File: src/rtl/vme_cmd_arbiter_if.sv
// rtl/vme_cmd_arbiter_if.sv - requester and vme_master signal bundle for vme_cmd_arbiter
//
// Purpose: carries every port of vme_cmd_arbiter except clk and rst.
// Modports:
//   slave  - the arbiter itself: samples requests and vme_master completion,
//            drives acks, responses, the vme_master command and status.
//   master - the environment: the requesters together with vme_master.
// Signals:
//   req_vld   [NREQ]     request pending, held until the matching req_ack
//   req_wr    [NREQ]     1 = write, 0 = read
//   req_addr  [NREQ*23]  VME address [23:1], requester i at [23i+22:23i]
//   req_wdata [NREQ*16]  write data, requester i at [16i+15:16i]
//   req_ack   [NREQ]     one-cycle completion pulse to the granted requester
//   rsp_data  [16]       read data, non-zero only while req_ack is non-zero
//   rsp_err              timeout flag, valid only while req_ack is non-zero
//   vme_cmd              one-cycle start pulse to vme_master
//   vme_wr / vme_rd      strobe levels to vme_master, held through WAIT
//   vme_addr  [23]       latched address
//   vme_wr_data [16]     latched write data
//   vme_cmd_rd           completion pulse from vme_master
//   vme_rd_data [16]     read data, valid with vme_cmd_rd
//   busy                 arbiter is not idle
//   tmo_count [8]        saturating timeout count
//   spurious             sticky: completion seen with no command outstanding
interface vme_cmd_arbiter_if #(
  parameter int NREQ = 2
);
  logic [NREQ-1:0]    req_vld;
  logic [NREQ-1:0]    req_wr;
  logic [NREQ*23-1:0] req_addr;
  logic [NREQ*16-1:0] req_wdata;
  logic [NREQ-1:0]    req_ack;
  logic [15:0]        rsp_data;
  logic               rsp_err;
  logic               vme_cmd;
  logic               vme_wr;
  logic               vme_rd;
  logic [22:0]        vme_addr;
  logic [15:0]        vme_wr_data;
  logic               vme_cmd_rd;
  logic [15:0]        vme_rd_data;
  logic               busy;
  logic [7:0]         tmo_count;
  logic               spurious;

  modport slave (
    input  req_vld, req_wr, req_addr, req_wdata, vme_cmd_rd, vme_rd_data,
    output req_ack, rsp_data, rsp_err, vme_cmd, vme_wr, vme_rd, vme_addr,
           vme_wr_data, busy, tmo_count, spurious
  );

  modport master (
    output req_vld, req_wr, req_addr, req_wdata, vme_cmd_rd, vme_rd_data,
    input  req_ack, rsp_data, rsp_err, vme_cmd, vme_wr, vme_rd, vme_addr,
           vme_wr_data, busy, tmo_count, spurious
  );
endinterface

File: src/rtl/vme_cmd_arbiter.sv
// rtl/vme_cmd_arbiter.sv - round-robin sharing of the vme_master command port
//
// Purpose: picks one of NREQ requesters round-robin, latches its command,
// issues a one-cycle vme_cmd, then waits for vme_cmd_rd or a timeout and
// returns read data / error status with a one-cycle req_ack.
// Ports:
//   clk  - system clock, all logic on the rising edge
//   rst  - synchronous active-high reset; abandons any transaction in flight
//   bus  - vme_cmd_arbiter_if slave modport (requests, responses,
//          vme_master command/completion, busy/tmo_count/spurious status)
// Parameters:
//   NREQ    - number of requesters, 2..4
//   TMO_W   - timeout timer width
//   TIMEOUT - WAIT-state cycles before the transaction is aborted
module vme_cmd_arbiter #(
  parameter int NREQ    = 2,
  parameter int TMO_W   = 8,
  parameter int TIMEOUT = 200
) (
  input  logic             clk,
  input  logic             rst,
  vme_cmd_arbiter_if.slave bus
);

  localparam int               GW       = $clog2(NREQ);
  localparam logic [TMO_W-1:0] TMO_LAST = TMO_W'(TIMEOUT - 1);

  typedef enum logic [1:0] {
    S_IDLE,
    S_ISSUE,
    S_WAIT,
    S_DONE
  } state_t;

  state_t           state;
  logic [GW-1:0]    grant;
  logic [GW-1:0]    last_grant;
  logic [TMO_W-1:0] timer;

  logic             vme_cmd_q;
  logic             vme_wr_q;
  logic             vme_rd_q;
  logic [22:0]      vme_addr_q;
  logic [15:0]      vme_wr_data_q;
  logic [NREQ-1:0]  req_ack_q;
  logic [15:0]      rsp_data_q;
  logic             rsp_err_q;
  logic             busy_q;
  logic [7:0]       tmo_count_q;
  logic             spurious_q;

  // Round-robin pick: scan offsets 1..NREQ from last_grant; the first
  // pending requester wins. Loops unroll to constant indices.
  logic             pick_vld;
  logic [GW-1:0]    pick;
  logic             pick_wr;
  logic [22:0]      pick_addr;
  logic [15:0]      pick_wdata;

  always_comb begin
    pick_vld   = 1'b0;
    pick       = '0;
    pick_wr    = 1'b0;
    pick_addr  = '0;
    pick_wdata = '0;
    for (int off = 1; off <= NREQ; off++) begin
      for (int i = 0; i < NREQ; i++) begin
        if (!pick_vld && bus.req_vld[i] &&
            (i == (int'(last_grant) + off) % NREQ)) begin
          pick_vld   = 1'b1;
          pick       = GW'(i);
          pick_wr    = bus.req_wr[i];
          pick_addr  = bus.req_addr[i*23 +: 23];
          pick_wdata = bus.req_wdata[i*16 +: 16];
        end
      end
    end
  end

  // Completion is accepted in ISSUE as well as WAIT; it beats a timeout
  // landing in the same cycle.
  logic            cpl_hit;
  logic            tmo_hit;
  logic            spur_hit;
  logic [NREQ-1:0] grant_onehot;

  assign cpl_hit      = bus.vme_cmd_rd && (state == S_ISSUE || state == S_WAIT);
  assign tmo_hit      = (state == S_WAIT) && !bus.vme_cmd_rd && (timer == TMO_LAST);
  assign spur_hit     = bus.vme_cmd_rd && (state == S_IDLE || state == S_DONE);
  assign grant_onehot = NREQ'(1) << grant;

  always_ff @(posedge clk) begin
    if (rst) begin
      state         <= S_IDLE;
      grant         <= '0;
      last_grant    <= GW'(NREQ - 1);
      timer         <= '0;
      vme_cmd_q     <= 1'b0;
      vme_wr_q      <= 1'b0;
      vme_rd_q      <= 1'b0;
      vme_addr_q    <= '0;
      vme_wr_data_q <= '0;
      req_ack_q     <= '0;
      rsp_data_q    <= '0;
      rsp_err_q     <= 1'b0;
      busy_q        <= 1'b0;
      tmo_count_q   <= '0;
      spurious_q    <= 1'b0;
    end else begin
      // Pulse outputs default low; responses read 0 outside the ack cycle.
      vme_cmd_q  <= 1'b0;
      req_ack_q  <= '0;
      rsp_data_q <= '0;
      rsp_err_q  <= 1'b0;

      if (spur_hit) begin
        spurious_q <= 1'b1;
      end

      case (state)
        S_IDLE: begin
          if (pick_vld) begin
            grant         <= pick;
            vme_addr_q    <= pick_addr;
            vme_wr_data_q <= pick_wdata;
            vme_wr_q      <= pick_wr;
            vme_rd_q      <= ~pick_wr;
            vme_cmd_q     <= 1'b1;
            busy_q        <= 1'b1;
            state         <= S_ISSUE;
          end
        end

        S_ISSUE: begin
          timer <= '0;
          state <= cpl_hit ? S_DONE : S_WAIT;
        end

        S_WAIT: begin
          timer <= timer + 1'b1;
          if (cpl_hit || tmo_hit) begin
            state <= S_DONE;
          end
          if (tmo_hit && tmo_count_q != 8'hFF) begin
            tmo_count_q <= tmo_count_q + 8'd1;
          end
        end

        S_DONE: begin
          last_grant <= grant;
          busy_q     <= 1'b0;
          state      <= S_IDLE;
        end

        default: begin
          state <= S_IDLE;
        end
      endcase

      // Registering the response here puts req_ack in the DONE cycle.
      if (cpl_hit || tmo_hit) begin
        req_ack_q  <= grant_onehot;
        rsp_err_q  <= tmo_hit;
        rsp_data_q <= (cpl_hit && !vme_wr_q) ? bus.vme_rd_data : 16'h0000;
        vme_wr_q   <= 1'b0;
        vme_rd_q   <= 1'b0;
      end
    end
  end

  assign bus.vme_cmd     = vme_cmd_q;
  assign bus.vme_wr      = vme_wr_q;
  assign bus.vme_rd      = vme_rd_q;
  assign bus.vme_addr    = vme_addr_q;
  assign bus.vme_wr_data = vme_wr_data_q;
  assign bus.req_ack     = req_ack_q;
  assign bus.rsp_data    = rsp_data_q;
  assign bus.rsp_err     = rsp_err_q;
  assign bus.busy        = busy_q;
  assign bus.tmo_count   = tmo_count_q;
  assign bus.spurious    = spurious_q;

endmodule

File: src/flat_wrapper.sv
// flat-port wrapper written by rule: the top's interface ports become plain ports
module vme_cmd_arbiter_flat 
#(
  parameter int NREQ    = 2,
  parameter int TMO_W   = 8,
  parameter int TIMEOUT = 200
)
  (clk, rst, bus_req_vld, bus_req_wr, bus_req_addr, bus_req_wdata, bus_vme_cmd_rd, bus_vme_rd_data, bus_req_ack, bus_rsp_data, bus_rsp_err, bus_vme_cmd, bus_vme_wr, bus_vme_rd, bus_vme_addr, bus_vme_wr_data, bus_busy, bus_tmo_count, bus_spurious);
  vme_cmd_arbiter_if #(.NREQ(NREQ)) bus_i ();
  input  logic clk;
  input  logic rst;
  input wire logic [$bits(bus_i.req_vld)-1:0] bus_req_vld;
  input wire logic [$bits(bus_i.req_wr)-1:0] bus_req_wr;
  input wire logic [$bits(bus_i.req_addr)-1:0] bus_req_addr;
  input wire logic [$bits(bus_i.req_wdata)-1:0] bus_req_wdata;
  input wire logic [$bits(bus_i.vme_cmd_rd)-1:0] bus_vme_cmd_rd;
  input wire logic [$bits(bus_i.vme_rd_data)-1:0] bus_vme_rd_data;
  output wire logic [$bits(bus_i.req_ack)-1:0] bus_req_ack;
  output wire logic [$bits(bus_i.rsp_data)-1:0] bus_rsp_data;
  output wire logic [$bits(bus_i.rsp_err)-1:0] bus_rsp_err;
  output wire logic [$bits(bus_i.vme_cmd)-1:0] bus_vme_cmd;
  output wire logic [$bits(bus_i.vme_wr)-1:0] bus_vme_wr;
  output wire logic [$bits(bus_i.vme_rd)-1:0] bus_vme_rd;
  output wire logic [$bits(bus_i.vme_addr)-1:0] bus_vme_addr;
  output wire logic [$bits(bus_i.vme_wr_data)-1:0] bus_vme_wr_data;
  output wire logic [$bits(bus_i.busy)-1:0] bus_busy;
  output wire logic [$bits(bus_i.tmo_count)-1:0] bus_tmo_count;
  output wire logic [$bits(bus_i.spurious)-1:0] bus_spurious;
  assign bus_i.req_vld = bus_req_vld;
  assign bus_i.req_wr = bus_req_wr;
  assign bus_i.req_addr = bus_req_addr;
  assign bus_i.req_wdata = bus_req_wdata;
  assign bus_i.vme_cmd_rd = bus_vme_cmd_rd;
  assign bus_i.vme_rd_data = bus_vme_rd_data;
  assign bus_req_ack = bus_i.req_ack;
  assign bus_rsp_data = bus_i.rsp_data;
  assign bus_rsp_err = bus_i.rsp_err;
  assign bus_vme_cmd = bus_i.vme_cmd;
  assign bus_vme_wr = bus_i.vme_wr;
  assign bus_vme_rd = bus_i.vme_rd;
  assign bus_vme_addr = bus_i.vme_addr;
  assign bus_vme_wr_data = bus_i.vme_wr_data;
  assign bus_busy = bus_i.busy;
  assign bus_tmo_count = bus_i.tmo_count;
  assign bus_spurious = bus_i.spurious;
  vme_cmd_arbiter #(.NREQ(NREQ), .TMO_W(TMO_W), .TIMEOUT(TIMEOUT)) u_core (.clk(clk), .rst(rst), .bus(bus_i));
endmodule
File: config.mk
export PLATFORM = sky130hd
export DESIGN_NAME = vme_cmd_arbiter_flat
export DESIGN_NICKNAME = d
export VERILOG_FILES = /design/src/rtl/vme_cmd_arbiter_if.sv /design/src/rtl/vme_cmd_arbiter.sv /design/src/flat_wrapper.sv
export SDC_FILE = /design/constraint.sdc
export NUM_CORES = 1
export LEC_CHECK = 0
export CAP_MARGIN = 20
export CELL_PAD_IN_SITES_DETAIL_PLACEMENT = 1
export CELL_PAD_IN_SITES_GLOBAL_PLACEMENT = 1
export CORE_MARGIN = 8
export CORE_UTILIZATION = 31
export CTS_BUF_LIST = sky130_fd_sc_hd__clkbuf_8
export DETAILED_ROUTE_END_ITERATION = 12
export PLACE_DENSITY_LB_ADDON = 0.25
export SYNTH_ARGS = -nofsm -noshare
export SYNTH_HDL_FRONTEND = slang
export SYNTH_SLANG_ARGS = --single-unit
File: constraint.sdc
create_clock -name clk -period 2.6 [get_ports clk]
set_input_delay 0.65 -clock clk [delete_from_list [all_inputs] [get_ports clk]]
set_output_delay 0.65 -clock clk [all_outputs]
set_load 0.02 [all_outputs]
After elaboration in Yosys (flattened, before gate mapping)
Index checks and enable logic that the tools add are counted.

RAM bits: 0. Bits in read-only memories: 0. Bits in registers: 83. Latch bits: 0. Input port bits: 101. Memories: 0.

Shift-type cells: 1. $add $sub $neg: 4. Magnitude comparators: 0. Muxes and demuxes: 27. Bitwise operators: 6. Div/mod/pow operators: 0. $mul: 0. Equality and inequality tests: 9. Reduce and logical (&&, ||, !) cells: 34.

Operator list (number): two-way mux 23 bit (4); zero test 32 bit (2); two-way mux 16 bit (4); adder 8 x 1 -> 8 bit (second input constant) (2); case mux 8 bit (2 select lines) (1); two-way mux 1 bit (14); logical AND 1 bit (13); == test 8 bit (second input constant) (1); != test 8 bit (second input constant) (1); case mux 2 bit (4 select lines) (1); AND reduction 2 bit (4); OR reduction 2 bit (3); zero test 1 bit (5); == test 2 bit (first input constant) (2); == test 2 bit (second input constant) (2); two-way mux 2 bit (2); inverter 1 bit (4); nonzero test 2 bit (2); logical OR 1 bit (3); OR reduction 3 bit (1); adder 1 bit (second input constant) (2); AND 1 bit (first input constant) (2); == test 2 x 1 -> 1 bit (second input constant) (1); zero test 2 bit (1); other kinds (4) (4).

Depth between registers and ports, before layout
Depth in word-level cells: 19. Gate-level depth with buffers: 8. Depth with buffers taken out: 6.

Worst setup path before layout
Ideal clock, no wire load.

Path type: input-to-reg. Start point: in bus_vme_cmd_rd. End point: reg u_core.tmo_count_q[6], in the netlist u_core.bus.tmo_count[6]. Stages: 4. Path buffers: 0. Setup slack: 813 ps. Required time: 2529 ps. Arrival time: 1717 ps. Setup time: 71 ps. Path through: and4bb_4 nand3_4 or4_1 a21oi_1.

Longest elaborated chain between the ends: 5.

Ends and longest elaborated chain: start: declaration (line flat_wrapper.sv:16) `input wire logic [$bits(bus_i.vme_cmd_rd)-1:0] bus_vme_cmd_rd;`; zero test 1 bit (line vme_cmd_arbiter.sv:88) `assign tmo_hit = (state == S_WAIT) && !bus.vme_cmd_rd && (timer == TMO_LAST);`; logical AND 1 bit (2 in series) (line vme_cmd_arbiter.sv:88); logical AND 1 bit (line vme_cmd_arbiter.sv:144) `if (tmo_hit && tmo_count_q != 8'hFF) begin`; AND reduction 2 bit (no source line); end signal: assignment (line vme_cmd_arbiter.sv:145) `tmo_count_q <= tmo_count_q + 8'd1;`; end: declaration (line vme_cmd_arbiter.sv:49) `logic [7:0] tmo_count_q;`.

Every way passes these cells. A chain may end at the register's enable or synchronous reset.

Final worst setup path
Start point: reg u_core.tmo_count_q[0], in the netlist u_core.bus.tmo_count[0]. End point: out bus_tmo_count[0].

RTL lines: end: declaration (line flat_wrapper.sv:27) `output wire logic [$bits(bus_i.tmo_count)-1:0] bus_tmo_count;`.

No word-level cell between the ends.

==> summary.md <==
| Metric | Value |
|---|---|
| Post-synthesis cell type count | 41 |
| Slew @ Worst Pin | approximately 0.59 ns |
| Post-cts resize count | 0 |
| Max rail drop VDD | 0.000334 V |
| CTS max path bufs | 2 |
| DR vias | 3194 |
| Die area | 0.0135 mm^2 |
| Post-synth EDFFs | 0 |
| Remaining DRCs | 0 |
| Synth async-reset ratio | 0% |
| Antenna Cells | 0 |
| Die Ht | 116 um |
| Placement Setup Slack | between 0.2 and 0.25 ns |
| WL final | 11.3 mm |
| Setup CP Type | reg -> out |
| CP max-delay cell | clkdlybuf4s50_1 |
| I/O Pins | 172 |
| Aggregate global-route resource usage | 16.3% |
| Placed insts | 602 |
| Number of global-route vias before repair | 3394 |
| Crit share post-route | 82.5% |
| Mapped Nets | between 400 and 500 |
| Seq cells post-synth | 83 |
| RSZ-0062 raised after global routing | no |
| Commonest cells in the netlist | dfxtp_1 (83), nor2_1 (53), a222oi_1 (39) |
| Worst path cell trace | clkdlybuf4s50_1 |
| Pwr Total | 4.44 mW |
| Drt initial violations | 218 |
| Fin Setup TNS | 0 ns |
| Synthesis Warnings | 0 |
| Layout Nets | 588 |
| Initial core utilization | a little under a third |
| Grt total ovfl | 0 |
| Total CTS buffers | 9 |
| PD cells | 844 mW/mm^2 |
| Clock transition at path regs | 0.09 ns |
| Dpl hpwl | 8.70 mm |
| Drt via density | 5.17 |
| CTS H-Tree Depth | 3 |
| Fmax | 0.466 GHz |
| Int Power | 2.93 mW |
| Total setup buffers inserted after CTS | 0 |
| Placement Rows | 36 |
| Synth Flop Type | dfxtp_1 |
| Initial antenna violation count | 0 |
| Switching Fraction | 34.1% |
| Final hold vios | 0 |
| Leakage | 1.96 nW |
| Synth area leader | dfxtp_1 |
| Worst-Skew Late Latency | 0.35 ns |
| Reg power frac | 36.8% |
| Antenna Violating Nets Remaining | 0 |
| Fraction of layout cells with a size suffix above 1 | about 6.8% |
| Clk_skew | approximately 0.016 ns |
| Relative slew slack | 60.2% |
| NetSw | between 1.5 and 2 mW |
| Yosys top cell area share | 53.2% |
| Non-filler cells, final | approximately 600 |
| CTS tree | built |
| Register area share after synthesis | 53.2% |
| Largest net degree at the start of global routing | 47 |
| CP delay by family, top | buffers and inverters |
| DR WL/cell | 18.3 um |
| Hold WS | between 0.5 and 0.6 ns |
| Bufs and invs on worst path | 1 |
| Critical path fanouts, max | 6 |
| Final GP Congestion | approximately 0.78 |
| Number of port buffers | 171 |
| Hold buffer count at CTS | 0 |
| Fin crit period | 2.14 ns |
| CP Capture Type | primary output |
| Die width | ~120 um |
| Status | finished clean |
| Worst path max stage delay | between 0.6 and 0.7 ns |
| Final slew viol count | 0 |
| Hold Crit Class | reg -> reg |
| Final setup vio count | 0 |
| Mean area per synthesized cell | between 10 and 15 um^2 |
| Combinational power share | 39.0% |
| CP required | 1.95 ns |
| Crit path DAT | 1.49 ns |
| Clock share of power | between 20% and 30% |
| Area growth, synth to finish | 68.8% |
| CTS Sinks | 83 |
| Synthesized cell area | 0.00312 mm^2 |
| Area contributors post-synth | dfxtp_1 (53%), a222oi_1 (13%), nor2_1 (6.4%), and2_1 (3.4%), ha_1 (2.8%) |
| CTS root buf | clkbuf_8 |
| Core area | 0.00977 mm^2 |
| Cell with the most instances after synthesis | dfxtp_1 |
| Final setup margin | 0.455 ns |
| CP Launch Type | register |
| Drt first pass iters | 8 |
| First-pass GRT wire length | roughly 17 mm |
| Post-Synthesis Cells | 311 |
| Max_cap viols | 0 |
==> path summary, 6_finish.rpt <==
kind	start	to	slack (ns)	cells after the start
worst min-delay path	u_core.grant	u_core.bus.req_ack[0]	0.50	1
worst max register to register	u_core.state[1]	u_core.timer[5]	0.68	5
worst min register to register	u_core.grant	u_core.bus.req_ack[0]	0.50	1
worst max-delay path	u_core.bus.tmo_count[0]	bus_tmo_count[0]	0.46	1
==> worst reg2reg max path, stage by stage, from the launching register on <==
cell and delay (ns):
dfxtp_1 0.39, inv_1 0.11, ha_1 0.50, nand4_1 0.29
or3_1 0.41, a21oi_1 0.15
==> layer usage <==
layer  track usage [%]  share of wire (%)  up-vias
li1                  -                  -     1508
met1              17.7                 39     1547
met2              27.8                 49      128
met3              6.77                 10       11
met4              6.40                1.6        0
met5                 0                  0        -
==> power groups by stage <==
| stage | clock network (mW) | registers, mW | logic, mW |
|---|---|---|---|
| finish | 1.07 | 1.64 | 1.73 |
| global route | 1.16 | 1.66 | 1.86 |
| CTS | 1.11 | 1.64 | 1.76 |
| detailed placement | 0 | 1.66 | 1.75 |
| global placement | 0 | 1.65 | 1.71 |
| floorplan | 0 | 1.91 | 0.640 |
==> registers in the layout, summed over array words and instances, names as in the netlist <==
name	flops
u_core.bus.vme_rd	1
u_core.bus.spurious	1
u_core.bus.busy	1
u_core.bus.vme_wr_data	16
u_core.bus.rsp_data	16
u_core.bus.tmo_count	8
u_core.timer	8
u_core.bus.vme_wr	1
u_core.bus.rsp_err	1
u_core.last_grant	1
u_core.bus.vme_cmd	1
u_core.bus.req_ack	2
u_core.state	2
u_core.grant	1
u_core.bus.vme_addr	23
==> final cells by class <==
type / count / area (um^2)
Tap cell: 133 / 166
Timing Repair Buffer: 179 / 1800
Fill cell: 1092 / 4510
Sequential cell: 83 / 1660
Multi-Input combinational cell: 201 / 1380
Clock inverter: 5 / 85.1
Clock buffer: 11 / 151
Inverter: 6 / 22.5
==> cell usage in the layout, fill, tap and decap left out, drive strengths merged, types with 3 or more instances in the layout <==
master,instances
a211oi,3
a21oi,11
a222oi,39
and2,17
and3,4
buf,9
clkbuf,11
clkdlybuf4s50,170
dfxtp,83
ha,7
inv,6
nand2,13
nand3,4
nand4,7
nor2,53
o211ai,3
o21ai,7
o31ai,3
or3,4
xor2,5
==> cells by family (layout without fill, tap and decap cells) <==
group	count (synthesis)	count (layout)	synth area share, %
simple gates	115	115	18.9
flops	83	83	53.2
compound gates	71	71	19.4
buf+inv	27	201	3.37
fa+ha+maj	7	7	2.81
xor+xnor	6	6	1.68
mux	2	2	0.642
==> through the flow <==
stage / instance area, um^2 / util (%)
detailed placement: 5030 / 51.5
global route: 5270 / 53.9
global placement: 5030 / 51.5
finish: 5270 / 53.9
floorplan: 3120 / -
CTS: 5270 / 53.9
Power figures use the tool's default switching activity.
